[src/rtl/bl_wl_config_driver_if.sv]
// Bitstream word stream into the bl/wl configuration driver.
// Master is the bitstream source; slave is the driver.
interface bl_wl_config_driver_if #(
    parameter int DATA_WIDTH = 8
) ();
    logic [DATA_WIDTH-1:0] in_data;
    logic                  in_valid;
    logic                  in_ready;

    modport master (output in_data, output in_valid, input in_ready);
    modport slave  (input in_data, input in_valid, output in_ready);
endinterface

[src/rtl/bl_wl_config_driver.sv]
// Memory-bank configuration driver: assembles BL_WIDTH-bit rows from a word stream and strobes one wordline per row.
// Optional trailer checksum is enabled with `define BL_WL_CONFIG_DRIVER_CHECKSUM_EN.
module bl_wl_config_driver #(
    parameter int BL_WIDTH        = 40,
    parameter int WL_WIDTH        = 4,
    parameter int DATA_WIDTH      = 8,
    parameter int SETUP_CYCLES    = 1,
    parameter int WL_PULSE_CYCLES = 2,
    parameter int HOLD_CYCLES     = 1
) (
    input  logic                   prog_clk,
    input  logic                   prog_reset_n,
    input  logic                   start,
    input  logic                   abort,
    bl_wl_config_driver_if.slave   in_if,
    output logic [BL_WIDTH-1:0]    bl_out,
    output logic [WL_WIDTH-1:0]    wl_out,
    output logic                   busy,
    output logic                   done,
    output logic                   cfg_err
);

    localparam int WORDS   = BL_WIDTH / DATA_WIDTH;
    localparam int WIDX_W  = (WORDS > 1) ? $clog2(WORDS) : 1;
    localparam int ROW_W   = (WL_WIDTH > 1) ? $clog2(WL_WIDTH) : 1;
    localparam int CNT_MAX = (SETUP_CYCLES > WL_PULSE_CYCLES)
                           ? ((SETUP_CYCLES > HOLD_CYCLES) ? SETUP_CYCLES : HOLD_CYCLES)
                           : ((WL_PULSE_CYCLES > HOLD_CYCLES) ? WL_PULSE_CYCLES : HOLD_CYCLES);
    localparam int CNT_W   = $clog2(CNT_MAX + 1);

    localparam logic [2:0] S_IDLE  = 3'd0;
    localparam logic [2:0] S_LOAD  = 3'd1;
    localparam logic [2:0] S_SETUP = 3'd2;
    localparam logic [2:0] S_PULSE = 3'd3;
    localparam logic [2:0] S_HOLD  = 3'd4;
    localparam logic [2:0] S_CHECK = 3'd5;
    localparam logic [2:0] S_DONE  = 3'd6;

    // True on the last cycle of a phase lasting len cycles.
    function automatic logic cnt_last(input logic [CNT_W-1:0] cnt, input int len);
        return (cnt == CNT_W'(len - 1));
    endfunction

    // Running checksum fold of one accepted word into the accumulator.
    function automatic logic [DATA_WIDTH-1:0] xor_fold(input logic [DATA_WIDTH-1:0] acc,
                                                        input logic [DATA_WIDTH-1:0] word);
        return acc ^ word;
    endfunction

    logic [2:0]            state_q,    state_d;
    logic [ROW_W-1:0]      row_q,      row_d;
    logic [WIDX_W-1:0]     widx_q,     widx_d;
    logic [CNT_W-1:0]      cnt_q,      cnt_d;
    logic [BL_WIDTH-1:0]   bl_q,       bl_d;
    logic [WL_WIDTH-1:0]   wl_q,       wl_d;
    logic                  in_ready_q, in_ready_d;
    logic                  busy_q,     busy_d;
    logic                  done_q,     done_d;
    logic                  xfer_s;
    logic                  begin_s;
`ifdef BL_WL_CONFIG_DRIVER_CHECKSUM_EN
    logic [DATA_WIDTH-1:0] xor_q,      xor_d;
    logic                  cfg_err_q,  cfg_err_d;
`endif

    // Next-state and next-output computation; outputs are derived from state_d so they register with the state.
    always_comb begin
        state_d = state_q;
        row_d   = row_q;
        widx_d  = widx_q;
        cnt_d   = cnt_q;
        bl_d    = bl_q;
`ifdef BL_WL_CONFIG_DRIVER_CHECKSUM_EN
        xor_d     = xor_q;
        cfg_err_d = cfg_err_q;
`endif
        xfer_s  = in_if.in_valid && in_ready_q;
        begin_s = start && ((state_q == S_IDLE) || (state_q == S_DONE));

        case (state_q)
            S_IDLE, S_DONE: begin
                if (start) begin
                    state_d = S_LOAD;
                end else begin
                    state_d = state_q;
                end
            end
            S_LOAD: begin
                if (xfer_s) begin
                    bl_d[widx_q*DATA_WIDTH +: DATA_WIDTH] = in_if.in_data;
`ifdef BL_WL_CONFIG_DRIVER_CHECKSUM_EN
                    xor_d = xor_fold(xor_q, in_if.in_data);
`endif
                    if (widx_q == WIDX_W'(WORDS - 1)) begin
                        widx_d  = {WIDX_W{1'b0}};
                        cnt_d   = {CNT_W{1'b0}};
                        state_d = S_SETUP;
                    end else begin
                        widx_d  = widx_q + WIDX_W'(1);
                    end
                end else begin
                    state_d = S_LOAD;
                end
            end
            S_SETUP: begin
                if (cnt_last(cnt_q, SETUP_CYCLES)) begin
                    cnt_d   = {CNT_W{1'b0}};
                    state_d = S_PULSE;
                end else begin
                    cnt_d   = cnt_q + CNT_W'(1);
                end
            end
            S_PULSE: begin
                if (cnt_last(cnt_q, WL_PULSE_CYCLES)) begin
                    cnt_d   = {CNT_W{1'b0}};
                    state_d = S_HOLD;
                end else begin
                    cnt_d   = cnt_q + CNT_W'(1);
                end
            end
            S_HOLD: begin
                if (cnt_last(cnt_q, HOLD_CYCLES)) begin
                    cnt_d = {CNT_W{1'b0}};
                    if (row_q == ROW_W'(WL_WIDTH - 1)) begin
`ifdef BL_WL_CONFIG_DRIVER_CHECKSUM_EN
                        state_d = S_CHECK;
`else
                        state_d = S_DONE;
`endif
                    end else begin
                        row_d   = row_q + ROW_W'(1);
                        state_d = S_LOAD;
                    end
                end else begin
                    cnt_d = cnt_q + CNT_W'(1);
                end
            end
`ifdef BL_WL_CONFIG_DRIVER_CHECKSUM_EN
            S_CHECK: begin
                if (xfer_s) begin
                    cfg_err_d = (in_if.in_data != xor_q);
                    state_d   = S_DONE;
                end else begin
                    state_d   = S_CHECK;
                end
            end
`endif
            default: begin
                state_d = S_IDLE;
            end
        endcase

        if (begin_s) begin
            row_d  = {ROW_W{1'b0}};
            widx_d = {WIDX_W{1'b0}};
            cnt_d  = {CNT_W{1'b0}};
`ifdef BL_WL_CONFIG_DRIVER_CHECKSUM_EN
            xor_d     = {DATA_WIDTH{1'b0}};
            cfg_err_d = 1'b0;
`endif
        end else begin
            row_d = row_d;
        end

        // Abort wins over every transition and throws away any half-loaded row.
        if (abort) begin
            state_d = S_IDLE;
            row_d   = {ROW_W{1'b0}};
            widx_d  = {WIDX_W{1'b0}};
            cnt_d   = {CNT_W{1'b0}};
`ifdef BL_WL_CONFIG_DRIVER_CHECKSUM_EN
            cfg_err_d = 1'b0;
`endif
        end else begin
            state_d = state_d;
        end

        if ((state_d == S_IDLE) || (state_d == S_DONE)) begin
            bl_d = {BL_WIDTH{1'b0}};
        end else begin
            bl_d = bl_d;
        end

        if (state_d == S_PULSE) begin
            wl_d = {{(WL_WIDTH-1){1'b0}}, 1'b1} << row_d;
        end else begin
            wl_d = {WL_WIDTH{1'b0}};
        end

        in_ready_d = (state_d == S_LOAD) || (state_d == S_CHECK);
        busy_d     = (state_d != S_IDLE) && (state_d != S_DONE);
        done_d     = (state_d == S_DONE);
    end

    // State and registered outputs.
    always_ff @(posedge prog_clk or negedge prog_reset_n) begin
        if (!prog_reset_n) begin
            state_q    <= S_IDLE;
            row_q      <= {ROW_W{1'b0}};
            widx_q     <= {WIDX_W{1'b0}};
            cnt_q      <= {CNT_W{1'b0}};
            bl_q       <= {BL_WIDTH{1'b0}};
            wl_q       <= {WL_WIDTH{1'b0}};
            in_ready_q <= 1'b0;
            busy_q     <= 1'b0;
            done_q     <= 1'b0;
        end else begin
            state_q    <= state_d;
            row_q      <= row_d;
            widx_q     <= widx_d;
            cnt_q      <= cnt_d;
            bl_q       <= bl_d;
            wl_q       <= wl_d;
            in_ready_q <= in_ready_d;
            busy_q     <= busy_d;
            done_q     <= done_d;
        end
    end

`ifdef BL_WL_CONFIG_DRIVER_CHECKSUM_EN
    // Checksum accumulator and latched mismatch flag.
    always_ff @(posedge prog_clk or negedge prog_reset_n) begin
        if (!prog_reset_n) begin
            xor_q     <= {DATA_WIDTH{1'b0}};
            cfg_err_q <= 1'b0;
        end else begin
            xor_q     <= xor_d;
            cfg_err_q <= cfg_err_d;
        end
    end

    assign cfg_err = cfg_err_q;
`else
    assign cfg_err = 1'b0;
`endif

    assign bl_out         = bl_q;
    assign wl_out         = wl_q;
    assign busy           = busy_q;
    assign done           = done_q;
    assign in_if.in_ready = in_ready_q;

endmodule

[src/flat_wrapper.sv]
// flat-port wrapper written by rule: the top's interface ports become plain ports
module bl_wl_config_driver_flat 
#(
    parameter int BL_WIDTH        = 40,
    parameter int WL_WIDTH        = 4,
    parameter int DATA_WIDTH      = 8,
    parameter int SETUP_CYCLES    = 1,
    parameter int WL_PULSE_CYCLES = 2,
    parameter int HOLD_CYCLES     = 1
)
  (prog_clk, prog_reset_n, start, abort, bl_out, wl_out, busy, done, cfg_err, in_if_in_data, in_if_in_valid, in_if_in_ready);
  bl_wl_config_driver_if #(.DATA_WIDTH(DATA_WIDTH)) in_if_i ();
  input  logic prog_clk;
  input  logic prog_reset_n;
  input  logic start;
  input  logic abort;
  output logic [BL_WIDTH-1:0] bl_out;
  output logic [WL_WIDTH-1:0] wl_out;
  output logic busy;
  output logic done;
  output logic cfg_err;
  input wire logic [$bits(in_if_i.in_data)-1:0] in_if_in_data;
  input wire logic [$bits(in_if_i.in_valid)-1:0] in_if_in_valid;
  output wire logic [$bits(in_if_i.in_ready)-1:0] in_if_in_ready;
  assign in_if_i.in_data = in_if_in_data;
  assign in_if_i.in_valid = in_if_in_valid;
  assign in_if_in_ready = in_if_i.in_ready;
  bl_wl_config_driver #(.BL_WIDTH(BL_WIDTH), .WL_WIDTH(WL_WIDTH), .DATA_WIDTH(DATA_WIDTH), .SETUP_CYCLES(SETUP_CYCLES), .WL_PULSE_CYCLES(WL_PULSE_CYCLES), .HOLD_CYCLES(HOLD_CYCLES)) u_core (.prog_clk(prog_clk), .prog_reset_n(prog_reset_n), .start(start), .abort(abort), .in_if(in_if_i), .bl_out(bl_out), .wl_out(wl_out), .busy(busy), .done(done), .cfg_err(cfg_err));
endmodule
[config.mk]
export PLATFORM = sky130hd
export DESIGN_NAME = bl_wl_config_driver_flat
export DESIGN_NICKNAME = d
export VERILOG_FILES = /design/src/rtl/bl_wl_config_driver_if.sv /design/src/rtl/bl_wl_config_driver.sv /design/src/flat_wrapper.sv
export SDC_FILE = /design/constraint.sdc
export NUM_CORES = 1
export LEC_CHECK = 0
export CORE_MARGIN = 2
export CORE_UTILIZATION = 50
export DETAILED_ROUTE_END_ITERATION = 10
export GPL_ROUTABILITY_DRIVEN = 0
export PLACE_DENSITY = 0.82
export SETUP_SLACK_MARGIN = 0.2
export SYNTH_ARGS = -nofsm -noshare
export SYNTH_HDL_FRONTEND = slang
export SYNTH_SLANG_ARGS = --single-unit
[constraint.sdc]
create_clock -name prog_clk -period 2.95 [get_ports prog_clk]
set_input_delay 0.4425 -clock prog_clk [delete_from_list [all_inputs] [get_ports prog_clk]]
set_output_delay 0.4425 -clock prog_clk [all_outputs]
set_load 0.01 [all_outputs]
### After elaboration in Yosys (flattened, before gate mapping)

Index checks and enable logic that the tools add are counted.

* register bits: 57
* word-level logic and storage cells: 82

* shift-type cells: 3
* equality and inequality tests: 15
* reductions and logical operators: 20
* muxes and demuxes: 31
* add/sub/neg operators: 4

Operators by type and width (number)
* 40-bit two-way mux: 3
* 40-bit bitwise mux: 1
* 8-bit by 34-bit variable shift with 40-bit output (first input constant): 1
* 8-bit by 34-bit indexed part select with 40-bit output: 1
* 3-bit two-way mux: 13
* 6-bit negator with 34-bit output: 1
* 2-bit two-way mux: 11
* 3-bit equality test (second input constant): 5
* 3-bit case mux with 5 select lines: 1
* 3-bit by 2-bit equality test with 1-bit output (second input constant): 3
* 3-bit nonzero test: 3
* 4-bit by 2-bit != test with 1-bit output (second input constant): 2
* 3-bit by 1-bit equality test with 1-bit output (second input constant): 2
* 3-bit zero test: 2
* 2-bit case mux with 3 select lines: 1
* 5-bit nonzero test: 1
* 2-bit by 1-bit adder with 2-bit output (second input constant): 2
* 4-bit two-way mux: 1
* 2-bit AND reduction: 2
* 2-bit nonzero test: 2
* 2-bit OR reduction: 2
* 1-bit by 2-bit << shifter with 4-bit output (first input constant): 1
* 3-bit by 1-bit adder with 3-bit output (second input constant): 1
* 1-bit logical AND: 3
* other kinds (6): 8

### Logic depth before layout (Yosys ltp)

* depth in word-level cells: 9
* gate-level depth with buffers: 9
* mapped depth without buffers: 8

### Worst setup path before layout

OpenSTA, ideal clock, no wires.

* kind: register to register
* start point: reg u_core.widx_q[0]
* end point: reg u_core.bl_q[16], in the netlist u_core.bl_out[16]
* setup time: 0.123 ns
* stages on the path, launching flop included: 10
* arrival time: 2.271 ns
* setup slack: 0.556 ns
* data required time: 2.827 ns
* clock period less this slack: 2.394 ns
* path buffers: 1
* cell sequence: dfrtp_1 > clkbuf_1 > inv_1 > ha_1 > ha_1 > nor2b_1 > o21ai_0 > nor4_4 > mux2i_1 > nor2_2

* word-level cells in the longest chain between the ends: 9
* elaborated cells on any way between the ends: 18
* classes of those cells: add/sub (1); eq/ne (2); shift (2); mux (8); reduce/logical (5)

RTL lines
* start: declaration: line bl_wl_config_driver.sv:52 `logic [WIDX_W-1:0] widx_q, widx_d;`
* start signal: assignment: line bl_wl_config_driver.sv:200 `widx_q <= {WIDX_W{1'b0}};`
* start signal: assignment: line bl_wl_config_driver.sv:210 `widx_q <= widx_d;`
* parallel branches: the longest is 9 deep, another holds 6-bit negator with 34-bit output
* end signal: assignment: line bl_wl_config_driver.sv:202 `bl_q <= {BL_WIDTH{1'b0}};`
* end signal: assignment: line bl_wl_config_driver.sv:212 `bl_q <= bl_d;`
* end: declaration: line bl_wl_config_driver.sv:54 `logic [BL_WIDTH-1:0] bl_q, bl_d;`

Parallel ways; which one is timed is not known. The select of a mux whose other input is x is not followed.
A chain may end at the register's enable or synchronous reset.

### Final worst setup path

* start point: reg u_core.widx_q[0]
* end point: reg u_core.bl_q[8], in the netlist u_core.bl_out[8]

The elaborated chain is that of the path after synthesis.

==> results.toml <==
[route]
dr.pass1.iters = 4
drtIter0Drc = 129
route.detailed.drc = 0
finalWirelength_mm = 6.12
via_per_inst = 5.26
vias = 2027
wl_per_cell_um = 15.9
postRouteAntennaNets = 0

[layout]
design_area_um2 = 3600
fin_nets = 330
layout-drive-gt1-share_pct = 11.1
area_growth_pct = 32.7
antenna_cells = 0

[run]
cap_violations = 0

[cts]
clockBufferDepth = 2
cts_made_buffers = 9
clkTransAtPathRegs_ns = 0.06
clock_latency_ns = 0.34
cts_tree = "done"
ctsResizeCount = 0
post_cts_buffers = 0
cts-htree-levels = 3
cts_sinks = 57
holdBufCountCts = 0
clockRootBuffer = "clkbuf_8"

[grt]
overflow = 0
grt_max_degree = 58
grt_pass1_wl_mm = 10.1
track_usage_pct = 22.5
antenna_found_initial = 0
grt_pass1_vias = 1929

[die]
io-pin-count = 61
fp.dieW_um = 77.6
start_util_pct = 52.4
dieHeight_um = 77.6
fp.coreArea_um2 = 5170
dieArea_um2 = 6030
rows = 26

[synthesis]
synthTopCellsByCount = "57 x dfrtp_1, 43 x nor2_1, 41 x mux2i_1"
synth_most_common_cell = "dfrtp_1"
synth_edf_count = 0
syn_nets = 268
ys_warn_count = 0
synthCells = 248
async_flop_share_pct = 100
synth_area_um2 = 2710
yosysTopAreaCell = "dfrtp_1"
synth-seq-area-share_pct = 52.6
synth_top_area_share_pct = 52.6
synth.avg_cell_area_um2 = 10.9
synth_ff_type = "dfrtp_1"
synthTopCellsByArea = "dfrtp_1 53%, mux2i_1 15%, nor2_1 6.0%"
yosysUniqueCellTypes = 47
ys_ff_latch = 57

[timing]
setup_ws_ns = 0.478
setup_viol = 0
min_period_ns = 2.47
post-route-period-util_pct = 83.8
maxSlewViolCount = 0
hold_viol = 0
worst_pin_slew_ns = 0.706
slew_headroom_pct = 52.9
rsz0062_at_grt = "no"
fmax_mhz = 405
setup_tns_ns = 0
clock_skew_ns = 0.00874

[pwr]
combPwrFrac_pct = 6.5
switching_share_pct = 22.1
seq_power_share_pct = 45.7
p_sw_uw = 385
p_leak_nw = 1.60
cellInternalPower_mw = 1.35
ir_drop_mv = 0.338
power_frac_clock_pct = 47.8
p_per_area_nw_per_um2 = 484

[placed_design]
pre_cts_ws_ns = 0.529
place_area_um2 = 3370
io_buffers = 59
place_hpwl_mm = 4.02

[setup_path]
cp.arrival_ns = 2.69
critPathKind = "flop to flop"
critPathMaxFanout = 41
critPathLaunchType = "flop"
worstPathRequired_ns = 3.17
endpoint_kind = "flop"

[worst_hold_path]
hp-class = "input pin to async pin"

[run_status]
status = "complete, no violations"
worst max-delay path: stages, from the launching register on:
cell	delay, ns
dfrtp_1	0.49
inv_1	0.11
ha_1	0.19
ha_1	0.26
a31oi_1	0.16
a2111o_1	0.49
o31ai_4	0.31
buf_12	0.26
nor2_1	0.08
per-stage QoR:
step | power (mW) | instances | hold WS [ns] | util (%)
finish | 1.74 | 385 | 0.219 | 69.5
global route | 1.81 | 385 | 0.291 | 69.5
CTS | 1.76 | 385 | 0.261 | 69.5
detailed placement | 0.922 | 369 | 0.511 | 65.1
global placement | 0.920 | 369 | 0.502 | 65.1
floorplan | 0.861 | 248 | 0.147 | -
kinds of logic (layout without fill, tap and decap cells):
| group | Yosys count | after routing | synth area share (%) |
|---|---|---|---|
| and+or+nand+nor | 90 | 90 | 17.3 |
| DFF | 57 | 57 | 52.6 |
| muxes | 41 | 41 | 15.1 |
| AOI/OAI and AO/OA | 28 | 28 | 6.92 |
| buffers and inverters | 22 | 89 | 4.01 |
| adders and majority gates | 7 | 7 | 3.23 |
| xor gates and xnor gates | 2 | 2 | 0.646 |
| other | 1 | 1 | 0.138 |
cells in the final DEF, fill, tap and decap left out, types with 2 or more instances in the layout:
master,Yosys,routed
clkdlybuf4s50_1,0,58
dfrtp_1,57,57
nor2_1,43,43
mux2i_1,41,41
a21oi_1,11,11
clkbuf_8,0,11
inv_1,9,9
nor2_2,9,9
ha_1,7,7
nor3_1,6,6
nand2_1,6,6
a21o_1,4,4
buf_4,1,4
and2_1,3,3
o21ai_0,3,3
nand3_1,3,3
nor2b_1,2,2
nand2b_1,2,2
nor3b_1,2,2
or3_1,2,2
bufinv_16,0,2
power groups by stage:
stage | registers, mW | logic [mW] | clock network (mW)
after floorplan | 0.807 | 0.0545 | 0
after global placement | 0.809 | 0.111 | 0
after global routing | 0.795 | 0.123 | 0.894
after CTS | 0.794 | 0.114 | 0.849
after detailed placement | 0.809 | 0.113 | 0
final | 0.795 | 0.112 | 0.832
layer usage:
metal / track usage (%) / up-vias / wire (um)
li1: - / 969 / -
met1: 29.9 / 1007 / 2640
met2: 35.0 / 46 / 3130
met3: 6.28 / 5 / 281
met4: 8.57 / 0 / 76
met5: 0 / - / 0
sequential cells by signal (all words and copies together) (netlist names):
name / flops
u_core.row_q: 2
u_core.bl_out: 40
u_core.done: 1
u_core.wl_out: 4
u_core.state_q: 3
u_core.widx_q: 3
u_core.in_if.in_ready: 1
u_core.cnt_q: 2
u_core.busy: 1
area by class of cell:
class                   count  area, um^2
inverters                   9        33.8
clock inverters             4        73.8
fillers                   375        1580
flip-flops and latches     57        1430
well taps                  70        87.6
repair buffers             64         636
multi-input cells         169        1180
clock buffers              12         155
worst paths after layout:
check | cells after the start | end | startpoint | slack (ns)
max | 8 | u_core.bl_out[8] | u_core.widx_q[0] | 0.48
min | 2 | u_core.cnt_q[1] | prog_reset_n | 0.22
max reg2reg | 8 | u_core.bl_out[8] | u_core.widx_q[0] | 0.48
min reg2reg | 2 | u_core.bl_out[5] | u_core.bl_out[5] | 0.52
max in group asynchronous | 2 | u_core.bl_out[22] | prog_reset_n | 2.25
min in group prog_clk | 2 | u_core.bl_out[5] | u_core.bl_out[5] | 0.52
(Power assumes the default switching activity.)
